**src/rtl/proc_pkg.sv**
```systemverilog
`default_nettype none
// ============================================================================
// Module      : proc_pkg
// Description : Shared types and constants for the ProjectB control unit:
//               FSM state encoding, opcodes and ALU function selects.
// Revision    : 1.0 - initial release
// ============================================================================
package proc_pkg;

    // Numeric values are visible on state_out, so the encoding is fixed.
    typedef enum logic [3:0] {
        ST_INIT   = 4'd0,
        ST_FETCH  = 4'd1,
        ST_DECODE = 4'd2,
        ST_NOOP   = 4'd3,
        ST_LOADA  = 4'd4,
        ST_LOADB  = 4'd5,
        ST_STORE  = 4'd6,
        ST_ADD    = 4'd7,
        ST_SUB    = 4'd8,
        ST_HALT   = 4'd9
    } state_t;

    // Opcodes held in IR[15:12].
    localparam logic [3:0] OP_NOOP  = 4'h0;
    localparam logic [3:0] OP_STORE = 4'h1;
    localparam logic [3:0] OP_LOAD  = 4'h2;
    localparam logic [3:0] OP_ADD   = 4'h3;
    localparam logic [3:0] OP_SUB   = 4'h4;
    localparam logic [3:0] OP_HALT  = 4'h5;

    // ALU function selects.
    localparam logic [2:0] ALU_PASS = 3'd0;
    localparam logic [2:0] ALU_ADD  = 3'd1;
    localparam logic [2:0] ALU_SUB  = 3'd2;

endpackage : proc_pkg
`default_nettype wire

```
**src/rtl/instr_reg.sv**
```systemverilog
`default_nettype none
// ============================================================================
// Module      : instr_reg
// Description : Instruction register with load enable, async active-high reset.
// Revision    : 1.0 - initial release
// ============================================================================
module instr_reg #(
    parameter int WIDTH = 16
) (
    input  logic             clk,
    input  logic             reset,
    input  logic             load,
    input  logic [WIDTH-1:0] d,
    output logic [WIDTH-1:0] q
);

    // Capture d when load is high; reset clears immediately.
    always_ff @(posedge clk or posedge reset) begin
        if (reset) begin
            q <= '0;
        end else if (load) begin
            q <= d;
        end
    end

endmodule : instr_reg
`default_nettype wire

```
**src/rtl/proc_control_unit.sv**
```systemverilog
`default_nettype none
// ============================================================================
// Module      : proc_control_unit
// Description : Multi-cycle FSM controller for the ProjectB processor. Holds
//               the IR, sequences the PC counter and drives the data-memory,
//               register-file and ALU control lines. All control outputs are
//               registered and derived from the state being entered, so they
//               are a pure function of the registered state and IR.
// Revision    : 1.0 - initial release
// ============================================================================
module proc_control_unit
    import proc_pkg::*;
#(
    parameter int INSTR_W   = 16,
    parameter int D_ADDR_W  = 8,
    parameter int RF_ADDR_W = 4
) (
    input  logic                 clk,
    input  logic                 reset,
    input  logic [INSTR_W-1:0]   instr_in,
    output logic                 pc_clr,
    output logic                 pc_up,
    output logic [INSTR_W-1:0]   ir_out,
    output logic [D_ADDR_W-1:0]  d_addr,
    output logic                 d_wr,
    output logic                 rf_s,
    output logic [RF_ADDR_W-1:0] rf_w_addr,
    output logic                 rf_w_en,
    output logic [RF_ADDR_W-1:0] rf_ra_addr,
    output logic [RF_ADDR_W-1:0] rf_rb_addr,
    output logic [2:0]           alu_s,
    output logic [3:0]           state_out,
    output logic                 halted
);

    state_t             state;
    state_t             next_state;
    logic [INSTR_W-1:0] ir;
    logic               ir_load;
    logic [11:0]        next_fields;   // operand fields of the IR as it will be next cycle

    assign ir_load = (state == ST_FETCH);

    instr_reg #(
        .WIDTH (INSTR_W)
    ) u_instr_reg (
        .clk   (clk),
        .reset (reset),
        .load  (ir_load),
        .d     (instr_in),
        .q     (ir)
    );

    assign ir_out    = ir;
    assign state_out = state;

    // The outputs for the next state must see the freshly fetched word.
    assign next_fields = ir_load ? instr_in[11:0] : ir[11:0];

    // Next-state selection; Decode dispatches on the opcode in the IR.
    always_comb begin
        next_state = ST_INIT;
        case (state)
            ST_INIT:   next_state = ST_FETCH;
            ST_FETCH:  next_state = ST_DECODE;
            ST_DECODE: begin
                case (ir[INSTR_W-1 -: 4])
                    OP_NOOP:  next_state = ST_NOOP;
                    OP_STORE: next_state = ST_STORE;
                    OP_LOAD:  next_state = ST_LOADA;
                    OP_ADD:   next_state = ST_ADD;
                    OP_SUB:   next_state = ST_SUB;
                    OP_HALT:  next_state = ST_HALT;
                    default:  next_state = ST_NOOP;
                endcase
            end
            ST_LOADA:  next_state = ST_LOADB;
            ST_HALT:   next_state = ST_HALT;
            ST_NOOP, ST_LOADB, ST_STORE, ST_ADD, ST_SUB:
                       next_state = ST_FETCH;
            default:   next_state = ST_INIT;
        endcase
    end

    // State register plus registered control outputs for the state being entered.
    always_ff @(posedge clk or posedge reset) begin
        if (reset) begin
            state      <= ST_INIT;
            pc_clr     <= 1'b1;
            pc_up      <= 1'b0;
            d_addr     <= '0;
            d_wr       <= 1'b0;
            rf_s       <= 1'b0;
            rf_w_addr  <= '0;
            rf_w_en    <= 1'b0;
            rf_ra_addr <= '0;
            rf_rb_addr <= '0;
            alu_s      <= ALU_PASS;
            halted     <= 1'b0;
        end else begin
            state      <= next_state;
            pc_clr     <= 1'b0;
            pc_up      <= 1'b0;
            d_addr     <= '0;
            d_wr       <= 1'b0;
            rf_s       <= 1'b0;
            rf_w_addr  <= '0;
            rf_w_en    <= 1'b0;
            rf_ra_addr <= '0;
            rf_rb_addr <= '0;
            alu_s      <= ALU_PASS;
            halted     <= 1'b0;
            case (next_state)
                ST_INIT:  pc_clr <= 1'b1;
                ST_FETCH: pc_up  <= 1'b1;
                ST_LOADA: begin
                    d_addr    <= next_fields[11:4];
                    rf_w_addr <= next_fields[3:0];
                    rf_s      <= 1'b1;
                end
                ST_LOADB: begin
                    d_addr    <= next_fields[11:4];
                    rf_w_addr <= next_fields[3:0];
                    rf_s      <= 1'b1;
                    rf_w_en   <= 1'b1;
                end
                ST_STORE: begin
                    d_addr     <= next_fields[7:0];
                    rf_ra_addr <= next_fields[11:8];
                    d_wr       <= 1'b1;
                end
                ST_ADD, ST_SUB: begin
                    rf_ra_addr <= next_fields[11:8];
                    rf_rb_addr <= next_fields[7:4];
                    rf_w_addr  <= next_fields[3:0];
                    rf_w_en    <= 1'b1;
                    alu_s      <= (next_state == ST_ADD) ? ALU_ADD : ALU_SUB;
                end
                ST_HALT:  halted <= 1'b1;
                default:  ;
            endcase
        end
    end

endmodule : proc_control_unit
`default_nettype wire
```
**config.mk**
```make
export PLATFORM = sky130hd
export DESIGN_NAME = proc_control_unit
export DESIGN_NICKNAME = d
export VERILOG_FILES = /design/src/rtl/proc_pkg.sv /design/src/rtl/instr_reg.sv /design/src/rtl/proc_control_unit.sv
export SDC_FILE = /design/constraint.sdc
export NUM_CORES = 1
export LEC_CHECK = 0
export CAP_MARGIN = 0
export CORE_UTILIZATION = 42
export DETAILED_ROUTE_END_ITERATION = 10
export PLACE_DENSITY = 0.76
export SYNTH_ARGS = -nofsm -noshare
export SYNTH_HDL_FRONTEND = slang
export SYNTH_HIERARCHICAL = 1
export SYNTH_SLANG_ARGS = --single-unit
export TNS_END_PERCENT = 10
```
**constraint.sdc**
```tcl
create_clock -name clk -period 1.65 [get_ports clk]
set_input_delay 0.33 -clock clk [delete_from_list [all_inputs] [get_ports clk]]
set_output_delay 0.33 -clock clk [all_outputs]
set_load 0.005 [all_outputs]
```
; ---- After elaboration in Yosys (flattened, before gate mapping)
; Cells that the tools add are included.
[word_totals]
reg_bits = 49
in_bits = 18
out_inout_bits = 49
elab_cells = 57
[classes]
n_eq_ne = 21
n_mux = 15
n_reduce_logical = 8
[op_table]
columns = op, count
row1 = "4-bit by 3-bit equality test with 1-bit output, second input constant", 10
row2 = 4-bit one-hot mux with 5 select lines, 2
row3 = "4-bit by 2-bit equality test with 1-bit output, second input constant", 4
row4 = "4-bit equality test, second input constant", 4
row5 = 8-bit one-hot mux with 2 select lines, 1
row6 = "4-bit by 1-bit equality test with 1-bit output, second input constant", 3
row7 = 12-bit 2-to-1 mux, 1
row8 = 4-bit 2-to-1 mux, 3
row9 = 4-bit zero test, 2
row10 = 1-bit 2-to-1 mux, 6
row11 = 3-bit OR reduction, 2
row12 = 6-bit OR reduction, 1
row13 = 2-bit 2-to-1 mux, 2
row14 = 2-bit OR reduction, 2
row15 = 4-bit OR reduction, 1

; ---- Depth between registers and ports, before layout
[logic_depth]
depth_word = 6
mapped_depth = 6
ltp_nobuf = 4

; ---- Modules after synthesis
; Netlist, hierarchy kept.
[by_module_without_submodules]
columns = mod, instances, cells_each, area_per_inst_um2, seq_area_each_um2
row1 = proc_control_unit, 1, 122, 1535.2, 802.0
row2 = instr_reg, 1, 35, 653.1, 400.4

; ---- Worst setup path after synthesis
; No wires, ideal clock.
[synth_path]
path_type = reg-to-reg
startpoint = reg state[1] (netlist: state_out[1])
endpoint = reg u_instr_reg.q[10]
setup_ns = 0.125
arrival_time_ns = 1.653
t_required_ns = 1.525
slack_ns = -0.128
stages_incl_launch_ff = 7
path_buffers = 4
period_less_slack_ns = 1.778
path_cell_list = dfrtp_1 buf_6 nor4b_4 buf_6 buf_6 buf_12 mux2_4
[synth_via]
elab_chain_cells = 1
[synth_lines]
columns = item, line
row1 = from (decl), proc_control_unit.sv:36  ; state_t state;
row2 = from (signal assigned), proc_control_unit.sv:101  ; state <= next_state;
row3 = 4-bit by 1-bit equality test with 1-bit output, proc_control_unit.sv:42  ; assign ir_load = (state == ST_FETCH);
row4 = via ir_load, proc_control_unit.sv:39  ; logic ir_load;
row5 = to (signal assigned), instr_reg.sv:20  ; q <= '0;
row6 = to (signal assigned), instr_reg.sv:22  ; q <= d;
row7 = to (decl), instr_reg.sv:14  ; output logic [WIDTH-1:0] q
; The timed path passes the listed nets, and every way through them passes these cells.
; A chain may end at the register's enable or synchronous reset.

; ---- Worst setup path in the final report
[layout_path]
startpoint = reg state[3] (netlist: state_out[3])
endpoint = reg d_addr[0]
[layout_via]
elab_chain_cells = 6
elab_cells_between_ends = 18
cone_classes = 12 x eq/ne / 3 x mux / 3 x reduce/logical
[layout_lines]
columns = item, line
row1 = 4-bit by 2-bit equality test with 1-bit output (tied with other cells), proc_control_unit.sv:63  ; case (state)
row2 = 6-bit OR reduction (no source line), n/a
row3 = 4-bit one-hot mux with 5 select lines, proc_control_unit.sv:63
row4 = 4-bit by 3-bit equality test with 1-bit output, proc_control_unit.sv:113  ; case (next_state)
row5 = 2-bit OR reduction (no source line), n/a
row6 = 8-bit one-hot mux with 2 select lines (*), proc_control_unit.sv:113
row7 = to (signal assigned), proc_control_unit.sv:117  ; d_addr <= next_fields[11:4];
row8 = to (signal assigned), proc_control_unit.sv:122  ; d_addr <= next_fields[11:4];
row9 = to (signal assigned), proc_control_unit.sv:128  ; d_addr <= next_fields[7:0];
row10 = to (decl), proc_control_unit.sv:24  ; output logic [D_ADDR_W-1:0] d_addr,
; Mark *: on every way between the ends. The rest lies on a longest branch, timed or not.

==> results.py <==
metrics = {
    "status": {
        "outcome": "complete, but fails checks",
        "violations": "setup timing",
    },
    "route": {
        "vias": 1660,
        "totalWireLength_mm": 5.37,
        "first_iter_violations": 97,
        "met1Wirelength_mm": 2.37,
        "wl_met2_mm": 2.66,
        "dr_wl_met3_microns": 260,
        "route.detailed.drc": 0,
        "ant_nets": 0,
        "top_layer_used": "met4",
        "post_drt_via_cell_ratio": 5.12,
        "first_pass_iters": 4,
        "routedWlPerCell_microns": 16.6,
    },
    "floorplanning": {
        "num_io_pins": 67,
        "coreArea_sq_um": 4880,
        "dieArea_sq_um": 5500,
        "die_h_microns": 74.2,
        "initial_core_util_pct": 44.8,
        "die_w_microns": 74.2,
        "core.rowCount": 25,
    },
    "critical_path": {
        "r2r-start": "state_out[3]$_DFF_PP0_",
        "r2r_cells": 6,
        "endpoint_kind": "register",
        "worstSetupStartpointType": "register",
        "critical_path_class": "register to register",
        "ff2ff_setup_slack_ps": -70,
        "required_ps": 1830,
        "timing.rr.end": "d_addr[0]$_DFF_PP0_",
        "cp.arrival_ps": 1900,
        "critPathMaxFanout": 5,
    },
    "grt": {
        "grt_max_degree": 33,
        "overflow": 0,
        "antenna_found_initial": 0,
        "groute.usage.overall_pct": 19.9,
        "grt_pass1_vias": 1631,
        "grt_pass1_wl_mm": 7.94,
    },
    "placed_design": {
        "io_buffers": 65,
        "placed_cells": 307,
        "placed_area_sq_um": 3030,
        "gp_congestion": 0.821,
        "dp_slack_ps": -47.3,
        "hpwl_mm": 3.59,
    },
    "cts": {
        "cts.sinks": 48,
        "clock_path_buffers": 2,
        "cts-root-buf": "clkbuf_8",
        "cts_tree": "yes",
        "numCtsBuffers": 5,
        "cts.htree.levels": 2,
        "clk_latency_ps": 310,
        "clkTransAtPathRegs_ps": 90,
    },
    "synth": {
        "synth_ff_type": "dfrtp_1",
        "syn_area_per_cell_sq_um": 13.9,
        "yosysSeqAreaShare_pct": 54.9,
        "synth_top_family_by_area": "multiplexers",
        "synth_cell_type_count": 44,
        "netlist_area_sq_um": 2190,
        "synth-compound-area-share_pct": 11.8,
        "synth_seq_cells": 48,
        "yosys_warnings": 6,
        "synth_xor_area_share_pct": 0.400,
        "syn_nets": 175,
        "muxShareOfSynthArea_pct": 15.4,
        "syn_inst": 157,
        "synth_edf_count": 0,
        "yosys.area_share.simple_pct": 11.1,
        "synthAdderAreaFrac_pct": 0,
        "synthArstFlopShare_pct": 100,
    },
    "cells_and_area": {
        "fillers": 349,
        "nets": 274,
        "finalNonFillerCells": 324,
        "syn_to_final_growth_pct": 56.7,
        "antennaDiodeCount": 0,
        "final_common_cell": "clkdlybuf4s50_1",
        "drive_gt1_share_pct": 38.1,
        "layout_common_cells": "clkdlybuf4s50_1, dfrtp_1, buf_4, mux2_4, buf_6",
        "finish.utilization_pct": 70.3,
        "seqCellArea_sq_um": 1210,
        "multi_input_area_sq_um": 980,
        "final_area_sq_um": 3430,
    },
    "power_and_ir_drop": {
        "power_leakage_nw": 1.54,
        "p_total_mw": 6.66,
        "p_per_area_nw_per_um2": 1940,
        "vdd_drop_max_mv": 1.16,
    },
    "sta": {
        "rsz0062_at_grt": "yes",
        "tns_ps": -880,
        "fin_worst_skew_ps": 8.88,
        "fmax_mhz": 582,
        "timing.final.ws_setup_ps": -67.3,
        "finalCritPeriodShare_pct": 104,
        "drv_slew": 0,
        "setup_violations": 25,
        "hold_slack_ps": 244,
        "period_needed_ps": 1720,
        "hold_violations": 0,
    },
    "hold_path": {
        "hold_path_class": "primary input to asynchronous set/reset pin",
    },
    "run": {
        "maxCapViolCount": 0,
    },
}
## area by class of cell
type | count | share of cell area [%]
tap | 67 | 2.44
sequential | 48 | 35.2
timing repair buffer | 102 | 29.8
inverter | 6 | 0.657
clock buffer | 5 | 2.01
multi-input combinational | 93 | 28.6
clock inverter | 3 | 1.35
## state kept, by name (all words and copies together) (netlist names)
| name | flops |
|---|---|
| rf_s | 1 |
| alu_s | 2 |
| state_out | 4 |
| u_instr_reg/q | 16 |
| d_wr | 1 |
| halted | 1 |
| pc_up | 1 |
| rf_ra_addr | 4 |
| pc_clr | 1 |
| d_addr | 8 |
| rf_w_en | 1 |
| rf_rb_addr | 4 |
| rf_w_addr | 4 |
## worst max path at each step
stage | start | to | slack [ps] | depth (start not counted)
floorplan | state_out[1]$_DFF_PP0_ | u_instr_reg/q[10]$_DFFE_PP0P_ | -130 | 6
global placement | state_out[3]$_DFF_PP0_ | rf_w_addr[3]$_DFF_PP0_ | 3 | 5
detailed placement | state_out[2]$_DFF_PP0_ | d_addr[5]$_DFF_PP0_ | -50 | 4
CTS | state_out[1]$_DFF_PP0_ | state_out[1] | -30 | 2
global route | state_out[3]$_DFF_PP0_ | d_addr[0]$_DFF_PP0_ | -150 | 6
finish | state_out[3]$_DFF_PP0_ | d_addr[0]$_DFF_PP0_ | -70 | 6
## metal layers
metal  vias to the layer above  global-route usage, %
li1                        762                      -
met1                       828                   26.5
met2                        61                   30.9
met3                         9                   4.47
met4                         0                   9.40
met5                         -                      0
## power by group
part	switching (mW)	internal [mW]	total [mW]	leakage, nW
Clock	0.418	0.457	0.874	0.0548
Sequential	0.328	1.51	1.84	0.617
Combinational	1.59	2.36	3.95	0.869
## what timing repair did
| action | in CTS | in global routing |
|---|---|---|
| setup endpoints to repair | 19 | 33 |
| hold buffers | 0 | 0 |
| gates resized for setup | 16 | 31 |
| setup buffers | 7 | 1 |
| gates cloned | 0 | 2 |
| pin swaps | 5 | 4 |
## worst max-delay path, stage by stage, from the launching register on
cell and delay (ps):
dfrtp_1 420, buf_6 130, nor4b_4 280, buf_6 170, clkbuf_16 160, mux2i_1 310
o22ai_1 120
## cell families (layout without fill, tap and decap cells)
kind of cell / count (synthesis) / in the layout
AO/OA/AOI/OAI: 30 / 30
AND/OR/NAND/NOR: 33 / 33
buffers and inverters: 16 / 116
multiplexers: 28 / 28
flip-flops: 48 / 48
XOR/XNOR: 1 / 1
other: 1 / 1
## synthesized netlist by cell type, types with 2 or more instances
master	instances	share of area (%)
a21o_1	2	0.69
a21oi_1	6	1.4
and2_1	2	0.57
buf_6	7	3.6
dfrtp_1	47	54
inv_1	4	0.69
inv_2	2	0.34
mux2_2	6	3.1
mux2_4	10	6.9
mux2i_1	12	5.5
nand2b_1	3	0.86
nor2_1	5	0.86
nor3_1	8	1.8
nor4_1	2	0.57
nor4b_4	2	2.2
o21a_1	3	1.0
o22ai_1	7	2.0
o31ai_4	2	1.9
or3b_1	2	0.80
No activity file was read; power rests on OpenSTA's default activity.
